===== src/rtl/pipeline_ctrl.sv =====
// rtl/pipeline_ctrl.sv - hazard, flush, freeze and halt/drain sequencing for the five-stage pipeline
module pipeline_ctrl #(
   parameter int DRAIN_CYCLES = 2
) (
   input  logic        clk,
   input  logic        rst_n,
   input  logic [4:0]  id_r1_pos,
   input  logic [4:0]  id_r2_pos,
   input  logic        id_uses_r1,
   input  logic        id_uses_r2,
   input  logic [4:0]  ex_dst,
   input  logic        ex_is_load,
   input  logic        branch_taken,
   input  logic        halt_req,
   input  logic        mem_busy,
   input  logic        go,
   output logic        pc_en,
   output logic        ifid_en,
   output logic        ifid_clr,
   output logic        idex_en,
   output logic        idex_clr,
   output logic        exmem_en,
   output logic        exmem_clr,
   output logic        memwb_en,
   output logic        memwb_clr,
   output logic        halted,
   output logic [31:0] cycle_cnt,
   output logic [31:0] stall_cnt,
   output logic [31:0] flush_cnt
);

   typedef enum logic [1:0] {S_RUN, S_DRAIN, S_HALTED} state_t;

   localparam logic [3:0] DRAIN_INIT = 4'(DRAIN_CYCLES - 1);

   state_t      r_state;
   logic [3:0]  r_drain_cnt;
   logic [31:0] r_cycle_cnt;
   logic [31:0] r_stall_cnt;
   logic [31:0] r_flush_cnt;
   logic        w_hazard;
   logic        w_draining;

   // Register 0 is hard-wired zero, so a load targeting it never forwards a hazard.
   assign w_hazard = ex_is_load && (ex_dst != 5'd0) &&
                     ((id_uses_r1 && (id_r1_pos == ex_dst)) ||
                      (id_uses_r2 && (id_r2_pos == ex_dst)));

   assign w_draining = (r_state == S_DRAIN) || halt_req;

   always_comb begin
      pc_en     = 1'b1;
      ifid_en   = 1'b1;
      ifid_clr  = 1'b0;
      idex_en   = 1'b1;
      idex_clr  = 1'b0;
      exmem_en  = 1'b1;
      exmem_clr = 1'b0;
      memwb_en  = 1'b1;
      memwb_clr = 1'b0;
      if (!rst_n) begin
         pc_en     = 1'b0;
         ifid_clr  = 1'b1;
         idex_clr  = 1'b1;
         exmem_clr = 1'b1;
         memwb_clr = 1'b1;
      end else if (r_state == S_HALTED || mem_busy) begin
         pc_en    = 1'b0;
         ifid_en  = 1'b0;
         idex_en  = 1'b0;
         exmem_en = 1'b0;
         memwb_en = 1'b0;
      end else if (w_draining) begin
         pc_en    = 1'b0;
         ifid_clr = 1'b1;
         idex_clr = 1'b1;
      end else if (branch_taken) begin
         ifid_clr = 1'b1;
         idex_clr = 1'b1;
      end else if (w_hazard) begin
         pc_en    = 1'b0;
         ifid_en  = 1'b0;
         idex_clr = 1'b1;
      end
   end

   always_ff @(posedge clk) begin
      if (!rst_n) begin
         r_state     <= S_RUN;
         r_drain_cnt <= 4'd0;
         r_cycle_cnt <= 32'd0;
         r_stall_cnt <= 32'd0;
         r_flush_cnt <= 32'd0;
      end else if (r_state == S_HALTED) begin
         if (go) begin
            r_state <= S_RUN;
         end
      end else begin
         r_cycle_cnt <= r_cycle_cnt + 32'd1;
         if (!mem_busy) begin
            if (r_state == S_DRAIN) begin
               if (r_drain_cnt == 4'd0) begin
                  r_state <= S_HALTED;
               end else begin
                  r_drain_cnt <= r_drain_cnt - 4'd1;
               end
            end else if (halt_req) begin
               r_state     <= S_DRAIN;
               r_drain_cnt <= DRAIN_INIT;
            end else if (branch_taken) begin
               r_flush_cnt <= r_flush_cnt + 32'd1;
            end else if (w_hazard) begin
               r_stall_cnt <= r_stall_cnt + 32'd1;
            end
         end
      end
   end

   assign halted    = (r_state == S_HALTED);
   assign cycle_cnt = r_cycle_cnt;
   assign stall_cnt = r_stall_cnt;
   assign flush_cnt = r_flush_cnt;

endmodule


===== config.mk =====
export PLATFORM = sky130hd
export DESIGN_NAME = pipeline_ctrl
export DESIGN_NICKNAME = d
export VERILOG_FILES = /design/src/rtl/pipeline_ctrl.sv
export SDC_FILE = /design/constraint.sdc
export NUM_CORES = 1
export LEC_CHECK = 0
export BUFFER_PORTS_ARGS = -buffer_cell sky130_fd_sc_hd__buf_2
export CORE_UTILIZATION = 53
export DETAILED_ROUTE_END_ITERATION = 8
export GPL_TIMING_DRIVEN = 0
export PLACE_DENSITY = 0.82
export SLEW_MARGIN = 20
export SYNTH_ARGS = -nofsm -noshare
export SYNTH_HDL_FRONTEND = slang
export SYNTH_SLANG_ARGS = --single-unit

===== constraint.sdc =====
create_clock -name clk -period 2.76 [get_ports clk]
set_input_delay 0.276 -clock clk [delete_from_list [all_inputs] [get_ports clk]]
set_output_delay 0.276 -clock clk [all_outputs]
set_load 0.03 [all_outputs]

==> run summary, run 1 <==
area of the core region -> 0.00933 sq mm
number of hold buffers added after CTS -> 0
final setup vio count -> 0
category of the worst setup path launch point -> flip-flop
critical path's top delay family -> simple AND/OR/NAND/NOR gates
Warnings, synthesis -> 0
static leakage -> 2.39 nW
cell count after synthesis -> 604
portion of the post-synthesis area used by sequential elements -> 39.7%
count of boundary I/O pins -> 130
synthesized area divided by synthesized cell count -> 8.52 sq um
CTS max path bufs -> 2
Nets -> 774
height of the chip -> 101 microns
clock tree from TritonCTS -> done
via density per instance -> 5.82
Fin Clk Skew -> 0.0110 ns
fmax -> 0.375 GHz
Root Buffer -> sky130_fd_sc_hd__clkbuf_8
clock transition at the register clock pins on the worst setup and hold paths after CTS -> 0.10 ns
Rel. slew slack -> 45.3%
RR Startpoint -> r_state[0]
arrival time reported for the critical path endpoint -> 2.92 ns
max-capacitance violation count -> 0
Crit path required time -> 3.01 ns
outcome -> finished clean
global routing usage summed across all routing layers -> 25.8%
final clock period utilization by the worst path -> 96.5%
insertion delay of the later-clocked pin in the worst-skew pair -> 0.37 ns
overflow left after global routing -> 0
cell area after synthesis -> 0.00515 sq mm
async set-or-reset flop fraction in the synthesized netlist -> 0%
worst-case vdd ir drop -> 0.000352 V
max-slew violations -> 0
number of buffers and inverters on the critical path -> 2
post-synthesis net count -> 635
min-delay src -> rst_n
number of flops mapped to enable cells by yosys -> 0
number of inserted diodes -> 0
first-pass GRT wire length -> 21000 microns
number of antenna violations at the first check in global routing -> 0
type of the tightest min-delay check -> input port to flip-flop
pin count of the biggest net entering global routing -> 19
maximum fanout count along the critical path -> 10
critical path startpoint -> r_state[0]
RSZ-0062 raised after global routing -> false
worst-case setup margin in the final layout -> 0.0960 ns
Buffers on Ports -> 128
routing usage on met1 -> 32.7%
average detailed-routed wire length per instance -> 14.9 microns
total number of vias -> 5101
router iterations before antenna repair -> 5
post-synthesis register bit count -> 102
Final Total Pwr -> 0.00280 W
dominant register cell in the synthesized netlist -> sky130_fd_sc_hd__dfxtp_1
final core area utilization -> 66.3%
master of the slowest instance on the critical path -> sky130_fd_sc_hd__nor3_1
H-tree levels -> 3
Die Footprint -> 0.0101 sq mm
actual slew at the worst max-slew pin -> 0.815 ns
Fin. Hold Viols -> 0
initial cell density of the core -> 55.2%
routability congestion estimate from global placement -> 0.887
Placement Rows -> 35
CTS sink count -> 102
crit-path cells -> inv_1, ha_1, buf_6, or4_4, nor3_1, nand4_1, xor2_1, nor2_1
global routing usage on met2 -> 43.2%
Worst Setup Slack post-DPL -> 0.0738 ns
Most Used Layer, Global Route -> met2
area growth from synthesis to layout -> 20.1%
count of cell types in the netlist -> 48
number of setup buffers added after CTS -> 0
Hold WS -> 0.224 ns
via count of the first global-routing pass -> 4604
total negative slack for setup checks -> 0 ns
horizontal extent of the die -> 101 microns
detailed placer's ending HPWL -> 9710 microns
critical path endpoint category -> flip-flop
stage delay of the slowest cell on the critical path -> 0.70 ns
Final Critical Period -> 2.66 ns
share of post-route cells with drive strength above 1 -> 22.1%
final WL -> 13100 microns
routing usage on met3 -> 3.19%
number of buffers created by CTS -> 9
starting DRC count in detailed routing -> 240
Antenna Nets Post-Route -> 0
pwr/cell area -> 453 mW/mm^2
number of resized instances in the post-cts repair step -> 0
drt drc -> 0
class of the most critical setup path -> flip-flop to flip-flop
## synthesized netlist by cell type (all sizes together), types with 6 or more instances
master	instances	area share [%]
xor2	36	6.1
nor3	13	1.3
clkbuf	29	2.1
nand2	36	2.6
and2	8	0.97
buf	10	1.2
and4	16	2.7
xnor2	28	4.8
o21ai	8	0.78
dfxtp	102	40
inv	13	0.95
nor2	70	5.2
and3	10	1.2
nor4	18	3.4
or3	6	0.73
or4	29	4.3
nand3	34	3.3
o31ai	28	4.1
nand4	26	3.2
ha	7	1.7
a21oi	36	3.5
## worst register-to-register path, delay by kind of cell (launching register included)
family | cells | cell delay, ns
simple gates | 4 | 1.59
flops | 1 | 0.37
fa+ha+maj | 1 | 0.22
buf+inv | 2 | 0.20
xor+xnor | 1 | 0.18
## layout by cell type (no fill, tap or decap), drive strengths merged, types with 10 or more instances in the layout
cell	instances
o31ai	28
nand3	34
nand4	26
nor3	13
and4	16
xnor2	28
xor2	36
dfxtp	102
nor2	70
clkbuf	38
nor4	18
a21oi	36
nand2	36
buf	138
inv	16
or4	29
and3	10
## report_power, final
part	internal [W]	switching (W)	leakage [nW]	total [W]
clock	0.000522	0.000538	0.111	0.00106
combinational	0.0000832	0.000162	1.46	0.000245
sequential	0.00148	0.0000140	0.822	0.00150
## final timing paths
check | endpoint | slack, ns | cells after the start
min reg2reg | cycle_cnt[31] | 0.49 | 2
max | flush_cnt[6] | 0.1 | 8
min | cycle_cnt[31] | 0.22 | 3
max reg2reg | flush_cnt[6] | 0.1 | 8
## logic make-up (layout without fill, tap and decap cells)
family          after synthesis  in the layout  synth area share, %
flops                       102            102                 39.7
simple gates                284            284                 31.4
buf+inv                      52            196                 4.23
xor+xnor                     64             64                 10.9
compound gates               89             89                 10.9
mux                           6              6                 1.19
fa+ha+maj                     7              7                 1.70
## registers in the layout (all words and copies together) (netlist names)
name and cells:
cycle_cnt 32, flush_cnt 32, r_drain_cnt 4, r_state 2, stall_cnt 32
## per-stage QoR
step	std cells	cell area [sq um]
finish	877	6180
CTS	877	6170
detailed placement	861	5950
global placement	861	5950
floorplan	604	5150
global route	877	6180
## per-layer routing
layer / share of wire, % / vias up
li1: - / 2477
met1: 43 / 2391
met2: 48 / 202
met3: 5.7 / 31
met4: 2.7 / 0
met5: 0 / -
## layout make-up
class,instances,area (sq um)
sequential,102,2040
fill,806,3150
inverter,13,48.8
buffer,39,171
tap,129,161
clock inverter,7,103
multi-input combinational,450,2890
clock buffer,9,124
timing repair buffer,128,641
Power figures use the tool's default switching activity.
==> run 2: changes to the inputs <==
--- a/config.mk
+++ b/config.mk
@@ -6,6 +6,7 @@
 export NUM_CORES = 1
 export LEC_CHECK = 0
 export BUFFER_PORTS_ARGS = -buffer_cell sky130_fd_sc_hd__buf_2
+export CORE_MARGIN = 5
 export CORE_UTILIZATION = 53
 export DETAILED_ROUTE_END_ITERATION = 8
 export GPL_TIMING_DRIVEN = 0
@@ -14,3 +15,4 @@
 export SYNTH_ARGS = -nofsm -noshare
 export SYNTH_HDL_FRONTEND = slang
 export SYNTH_SLANG_ARGS = --single-unit
+export TNS_END_PERCENT = 100
==> run 2 against run 1 <==
Worst setup slack improved by 0.027 ns; clock-buffer cell count did not move; clock power rose by 6%; final area rose by 0.36%; first-iteration DRC count rose by 15%; flip-flop and latch count did not move; sequential share of layout area fell by 0.12 points; critical path type unchanged.
==> run summary, run 2 (same netlist as run 1, synthesis figures left out) <==
router iterations before antenna repair -> 5 (unchanged)
CTS max path bufs -> 2 (unchanged)
arrival time reported for the critical path endpoint -> 2.93 ns (about the same)
actual slew at the worst max-slew pin -> 0.725 ns (-0.0898 ns)
number of cells on the worst reg-to-reg path -> 8 (unchanged)
starting DRC count in detailed routing -> 276 (+15%)
FILL cells -> 854 (+6.0%)
number of antenna violations at the first check in global routing -> 0 (unchanged)
overflow left after global routing -> 0 (unchanged)
final WL -> 13400 microns (+2.9%)
number of inserted diodes -> 0 (unchanged)
fmax -> 0.379 GHz (+1.0%)
pwr/cell area -> 461 mW/mm^2 (+1.8%)
worst-case vdd ir drop -> 0.000333 V (-5.5%)
Cell Area, Placed -> 0.00595 sq mm (about the same)
RR Startpoint -> r_state[0]
terminating pin of the worst hold path -> cycle_cnt[31]
critical path's top delay family -> simple AND/OR/NAND/NOR gates
Die Footprint -> 0.0118 sq mm (+17%)
count of boundary I/O pins -> 130 (unchanged)
first-pass GRT wire length -> 21800 microns (+3.7%)
max-slew violations -> 0 (unchanged)
global routing usage summed across all routing layers -> 22.6% (-3.2 points)
clock transition at the register clock pins on the worst setup and hold paths after CTS -> 0.10 ns (about the same)
number of buffers created by CTS -> 9 (unchanged)
H-tree levels -> 3 (unchanged)
area of the core region -> 0.00964 sq mm (+3.3%)
most common cell after layout, fill and taps aside -> sky130_fd_sc_hd__buf_2
outcome -> finished clean
stage delay of the slowest cell on the critical path -> 0.61 ns (-0.09 ns)
share of post-route cells with drive strength above 1 -> 22.2% (+0.10 points)
via density per instance -> 5.69 (-2.2%)
commonest non-fill, non-tap cells in the layout -> sky130_fd_sc_hd__buf_2, sky130_fd_sc_hd__dfxtp_1, sky130_fd_sc_hd__nor2_1
Crit path required time -> 3.05 ns (+0.04 ns)
cell depth of the worst min-delay path -> 3 (unchanged)
Fin. Hold Viols -> 0 (unchanged)
horizontal extent of the die -> 109 microns (+8.0%)
type of the tightest min-delay check -> input port to flip-flop
Rel. slew slack -> 51.6% (+6.3 points)
RSZ-0062 raised after global routing -> false
final clock period utilization by the worst path -> 95.5% (-0.98 points)
initial cell density of the core -> 53.4% (-1.8 points)
total negative slack for setup checks -> 0 ns (unchanged)
Root Buffer -> sky130_fd_sc_hd__clkbuf_8
Hold WS -> 0.220 ns (-0.00472 ns)
drt drc -> 0 (unchanged)
crit-path cells -> inv_1, ha_1, buf_6, or4_4, nor4_4, nand4_1, or4_1, a21oi_1
insertion delay of the later-clocked pin in the worst-skew pair -> 0.36 ns (about the same)
CTS sink count -> 102 (unchanged)
total number of vias -> 5019 (-1.6%)
Buffers on Ports -> 128 (unchanged)
routability congestion estimate from global placement -> 0.875 (-1.3%)
final setup vio count -> 0 (unchanged)
master of the slowest instance on the critical path -> sky130_fd_sc_hd__or4_4
max-capacitance violation count -> 0 (unchanged)
static leakage -> 2.40 nW (+0.54%)
critical path endpoint category -> flip-flop
post-route cell area -> 0.00620 sq mm (+0.36%)
pin count of the biggest net entering global routing -> 17 (-2)
class of the most critical setup path -> flip-flop to flip-flop
Placement Rows -> 36 (+2.9%)
number of hold buffers added after CTS -> 0 (unchanged)
maximum fanout count along the critical path -> 10 (unchanged)
detailed placer's ending HPWL -> 9900 microns (+1.9%)
height of the chip -> 109 microns (+8.0%)
category of the worst setup path launch point -> flip-flop
clock tree from TritonCTS -> done
Final Critical Period -> 2.64 ns (-0.0269 ns)
average detailed-routed wire length per instance -> 15.2 microns (+2.3%)
min-delay src -> rst_n
Levels on crit path -> 8 (unchanged)
Antenna Nets Post-Route -> 0 (unchanged)
Fin Clk Skew -> 0.0132 ns (+0.00220 ns)
worst reg2reg setup slack -> 0.12 ns (+0.03 ns)
Nets -> 775 (+0.13%)
capture point of the worst reg-to-reg path -> stall_cnt[20]
via count of the first global-routing pass -> 4674 (+1.5%)
area growth from synthesis to layout -> 20.6%
number of buffers and inverters on the critical path -> 2 (unchanged)
==> run 2: cell types whose count changed in the layout (fill, tap and decap cells not counted), sizes merged <==
cell    previous run  this run
inv               16        13
buf              138       139
clkinv             1         3
bufinv             2         3
==> run 2: final cells by class <==
class                           count  area (sq um)  share of cell area (%)
Buffer                             39           171                    2.76
Clock buffer                        9           124                    2.00
Clock inverter                      7           113                    1.81
Inverter                           13          48.8                   0.786
Multi-Input combinational cell    450          2890                    46.6
Sequential cell                   102          2040                    32.9
Tap cell                          133           166                    2.68
Timing Repair Buffer              129           648                    10.4
==> run 2: worst min-delay path: stages <==
cell and delay (ns):
sky130_fd_sc_hd__buf_2 0.12, sky130_fd_sc_hd__nand2b_1 0.07, sky130_fd_sc_hd__mux2i_1 0.06
==> run 2: worst max path at each step <==
stage               start            end  slack (ns)
6_report       r_state[0]  stall_cnt[20]        0.12
5_1_grt        r_state[0]  stall_cnt[20]       0.002
4_1_cts        r_state[0]   stall_cnt[0]        0.03
3_5_place_dp   r_state[0]   stall_cnt[0]        0.06
3_3_place_gp   r_state[0]   stall_cnt[0]        0.10
2_1_floorplan  r_state[0]  flush_cnt[30]        0.21
==> run 2: what timing repair did <==
action | 4_1_cts | 5_1_grt
setup buffers | 0 | 1
resized for setup | 0 | 5
setup endpoints to repair | 0 | 11
==> run 2: stage by stage <==
step           total power [W]  std cells  utilization, %  setup WS [ns]
2_1_floorplan          0.00170        604               -          0.209
3_3_place_gp           0.00176        865            61.8          0.104
3_5_place_dp           0.00177        865            61.8         0.0621
4_1_cts                0.00287        881            64.2         0.0314
5_1_grt                0.00297        882            64.4        0.00214
6_report               0.00286        882            64.4          0.123
==> run 2: power breakdown <==
part | switching (W) | total (W) | internal [W] | leakage [nW]
Clock | 0.000521 | 0.00112 | 0.000598 | 0.119
Sequential | 0.0000130 | 0.00150 | 0.00148 | 0.822
Combinational | 0.000161 | 0.000246 | 0.0000851 | 1.46
Total | 0.000695 | 0.00286 | 0.00217 | 2.40
==> run 2: metal layers <==
layer / GRT usage [%] / vias to the layer above / wire, microns
met4: 9.92 / 0 / 355
met5: 0 / - / 0
met3: 4.00 / 33 / 798
met2: 37.6 / 170 / 6380
met1: 28.6 / 2350 / 5910
li1: - / 2466 / -
==> run 3: changes to the inputs <==
--- a/config.mk
+++ b/config.mk
@@ -7,10 +7,11 @@
 export LEC_CHECK = 0
 export BUFFER_PORTS_ARGS = -buffer_cell sky130_fd_sc_hd__buf_2
 export CORE_MARGIN = 5
-export CORE_UTILIZATION = 53
+export CORE_UTILIZATION = 51
 export DETAILED_ROUTE_END_ITERATION = 8
 export GPL_TIMING_DRIVEN = 0
-export PLACE_DENSITY = 0.82
+export PLACE_DENSITY = 0.79
+export SKIP_LAST_GASP = 1
 export SLEW_MARGIN = 20
 export SYNTH_ARGS = -nofsm -noshare
 export SYNTH_HDL_FRONTEND = slang
==> run 3 against run 2 <==
Sequential power barely moved; global-route usage shrank 0.67 points; clock skew is 0.0057 ns lower; clock power down 23%; flip-flop and latch count unchanged; clock-buffer cell count rose by 5; sequential share of layout area up 0.40 points; worst hold slack worse by 0.00066 ns; final area is 1.2% lower.
==> run summary, run 3 (same netlist as run 1, synthesis figures left out) <==
capture point of the worst reg-to-reg path -> flush_cnt[30]
via count of the first global-routing pass -> 4815 (+3.0%)
Final Critical Period -> 2.67 ns (+0.0349 ns)
router iterations before antenna repair -> 5 (unchanged)
final setup vio count -> 0 (unchanged)
CTS sink count -> 102 (unchanged)
worst-case vdd ir drop -> 0.000326 V (-1.9%)
worst reg2reg setup slack -> 0.17 ns (+0.05 ns)
number of cells on the worst reg-to-reg path -> 9 (+1)
min-delay src -> rst_n
actual slew at the worst max-slew pin -> 0.757 ns (+0.0316 ns)
global routing usage summed across all routing layers -> 21.9% (-0.67 points)
routability congestion estimate from global placement -> 0.923 (+5.5%)
cell depth of the worst min-delay path -> 3 (unchanged)
Rel. slew slack -> 49.5% (-2.1 points)
count of boundary I/O pins -> 130 (unchanged)
via density per instance -> 5.65 (-0.78%)
number of resized instances in the post-cts repair step -> 0 (unchanged)
drt drc -> 0 (unchanged)
outcome -> finished clean
number of buffers created by CTS -> 9 (unchanged)
Die Footprint -> 0.0122 sq mm (+3.6%)
total negative slack for setup checks -> 0 ns (unchanged)
crit-path cells -> inv_1, ha_1, buf_6, or4_4, a211oi_1, buf_2
final core area utilization -> 62.4% (-1.9 points)
arrival time reported for the critical path endpoint -> 2.40 ns (-0.53 ns)
area of the core region -> 0.00982 sq mm (+1.9%)
master of the slowest instance on the critical path -> sky130_fd_sc_hd__or4_4
type of the tightest min-delay check -> input port to flip-flop
first-pass GRT wire length -> 22900 microns (+5.3%)
critical path endpoint category -> primary output
RR Startpoint -> r_state[0]
storage element area -> 0.00204 sq mm (unchanged)
Crit path required time -> 2.48 ns (-0.57 ns)
Buffers on Ports -> 128 (unchanged)
max-slew violations -> 0 (unchanged)
average detailed-routed wire length per instance -> 15.7 microns (+3.1%)
insertion delay of the later-clocked pin in the worst-skew pair -> 0.36 ns (about the same)
number of hold buffers added after CTS -> 0 (unchanged)
max-capacitance violation count -> 0 (unchanged)
initial cell density of the core -> 52.4% (-0.98 points)
share of post-route cells with drive strength above 1 -> 21.6% (-0.61 points)
pwr/cell area -> 424 mW/mm^2 (-8.1%)
DRT met1 WL -> 5980 microns (+1.2%)
Nets -> 774 (-0.13%)
FILL cells -> 872 (+2.1%)
pin count of the biggest net entering global routing -> 15 (-2)
number of antenna violations at the first check in global routing -> 1 (+1)
routed length on met2 -> 6800 microns (+6.6%)
class of the most critical setup path -> flip-flop to primary output
critical path's top delay family -> simple AND/OR/NAND/NOR gates
category of the worst setup path launch point -> flip-flop
height of the chip -> 110 microns (+1.8%)
number of setup buffers added after CTS -> 0 (unchanged)
RSZ-0062 raised after global routing -> true
Placement Rows -> 36 (unchanged)
final WL -> 13800 microns (+2.9%)
Antenna Nets Post-Route -> 0 (unchanged)
Fin. Hold Viols -> 0 (unchanged)
maximum fanout count along the critical path -> 10 (unchanged)
overflow left after global routing -> 0 (unchanged)
Root Buffer -> sky130_fd_sc_hd__clkbuf_8
terminating pin of the worst hold path -> cycle_cnt[31]
commonest non-fill, non-tap cells in the layout -> sky130_fd_sc_hd__buf_2, sky130_fd_sc_hd__dfxtp_1, sky130_fd_sc_hd__nor2_1
footprint of the multi-input gates -> 0.00289 sq mm (unchanged)
top layer used by detailed routing -> met5
final clock period utilization by the worst path -> 96.8% (+1.3 points)
Fin Clk Skew -> 0.00753 ns (-0.00569 ns)
most common cell after layout, fill and taps aside -> sky130_fd_sc_hd__buf_2
met3 routed WL -> 831 microns (+4.1%)
H-tree levels -> 3 (unchanged)
fmax -> 0.374 GHz (-1.3%)
horizontal extent of the die -> 110 microns (+1.8%)
area growth from synthesis to layout -> 19.1%
clock transition at the register clock pins on the worst setup and hold paths after CTS -> 0.08 ns (-0.02 ns)
starting DRC count in detailed routing -> 277 (+0.36%)
number of buffers and inverters on the critical path -> 3 (+1)
total number of vias -> 4974 (-0.90%)
detailed placer's ending HPWL -> 10400 microns (+4.6%)
clock tree from TritonCTS -> done
stage delay of the slowest cell on the critical path -> 0.60 ns (about the same)
CTS max path bufs -> 2 (unchanged)
static leakage -> 2.37 nW (-1.6%)
Final Total Pwr -> 0.00260 W (-9.2%)
[run 3: changes by cell type in the layout (fill, tap and decap cells not counted), sizes merged]
cell | previous run | this run
diode | 0 | 1
clkbuf | 38 | 43
clkinv | 3 | 1
buf | 139 | 138
clkinvlp | 1 | 0
bufinv | 3 | 0
[run 3: how the worst max path moves through the flow]
| stage | slack (ns) | depth (start not counted) | end | from |
|---|---|---|---|---|
| floorplan | 0.21 | 9 | flush_cnt[30] | r_state[0] |
| global placement | 0.12 | 9 | stall_cnt[0] | r_state[0] |
| detailed placement | 0.04 | 9 | pc_en | ex_dst[2] |
| CTS | 0.04 | 9 | pc_en | ex_dst[2] |
| global route | -0.02 | 9 | flush_cnt[30] | r_state[1] |
| finish | 0.09 | 6 | pc_en | r_state[0] |
[run 3: cell type report]
cell class              instances  area share (%)
repair buffers                128            10.4
diodes                          1          0.0408
plain buffers                  39            2.80
multi-input cells             450            47.2
well taps                     133            2.71
inverters                      13           0.796
clock inverters                 1          0.0816
clock buffers                  14            2.65
flip-flops and latches        102            33.3
[run 3: per-layer routing]
layer  up-vias  track usage [%]
met1      2336             26.4
met5         -                0
li1       2462                -
met3        19             4.76
met4         2             7.22
met2       155             38.7
[run 3: per-stage QoR]
step | hold WS [ns] | area [sq um] | setup WS [ns] | cells
finish | 0.219 | 6130 | 0.0880 | 881
global route | 0.212 | 6130 | -0.0226 | 880
CTS | 0.193 | 6120 | 0.0422 | 880
detailed placement | 0.455 | 5950 | 0.0428 | 865
global placement | 0.456 | 5950 | 0.118 | 865
floorplan | 0.432 | 5150 | 0.209 | 604
[run 3: worst min-delay path, cell delays in order]
cell and delay, ns:
sky130_fd_sc_hd__buf_2 0.12, sky130_fd_sc_hd__nand2b_1 0.07, sky130_fd_sc_hd__mux2i_1 0.07
[run 3: power by group]
group / total, W / switching [W] / internal [W]
Combinational: 0.000244 / 0.000161 / 0.0000830
Sequential: 0.00150 / 0.0000135 / 0.00148
Clock: 0.000857 / 0.000483 / 0.000373
Total: 0.00260 / 0.000658 / 0.00194
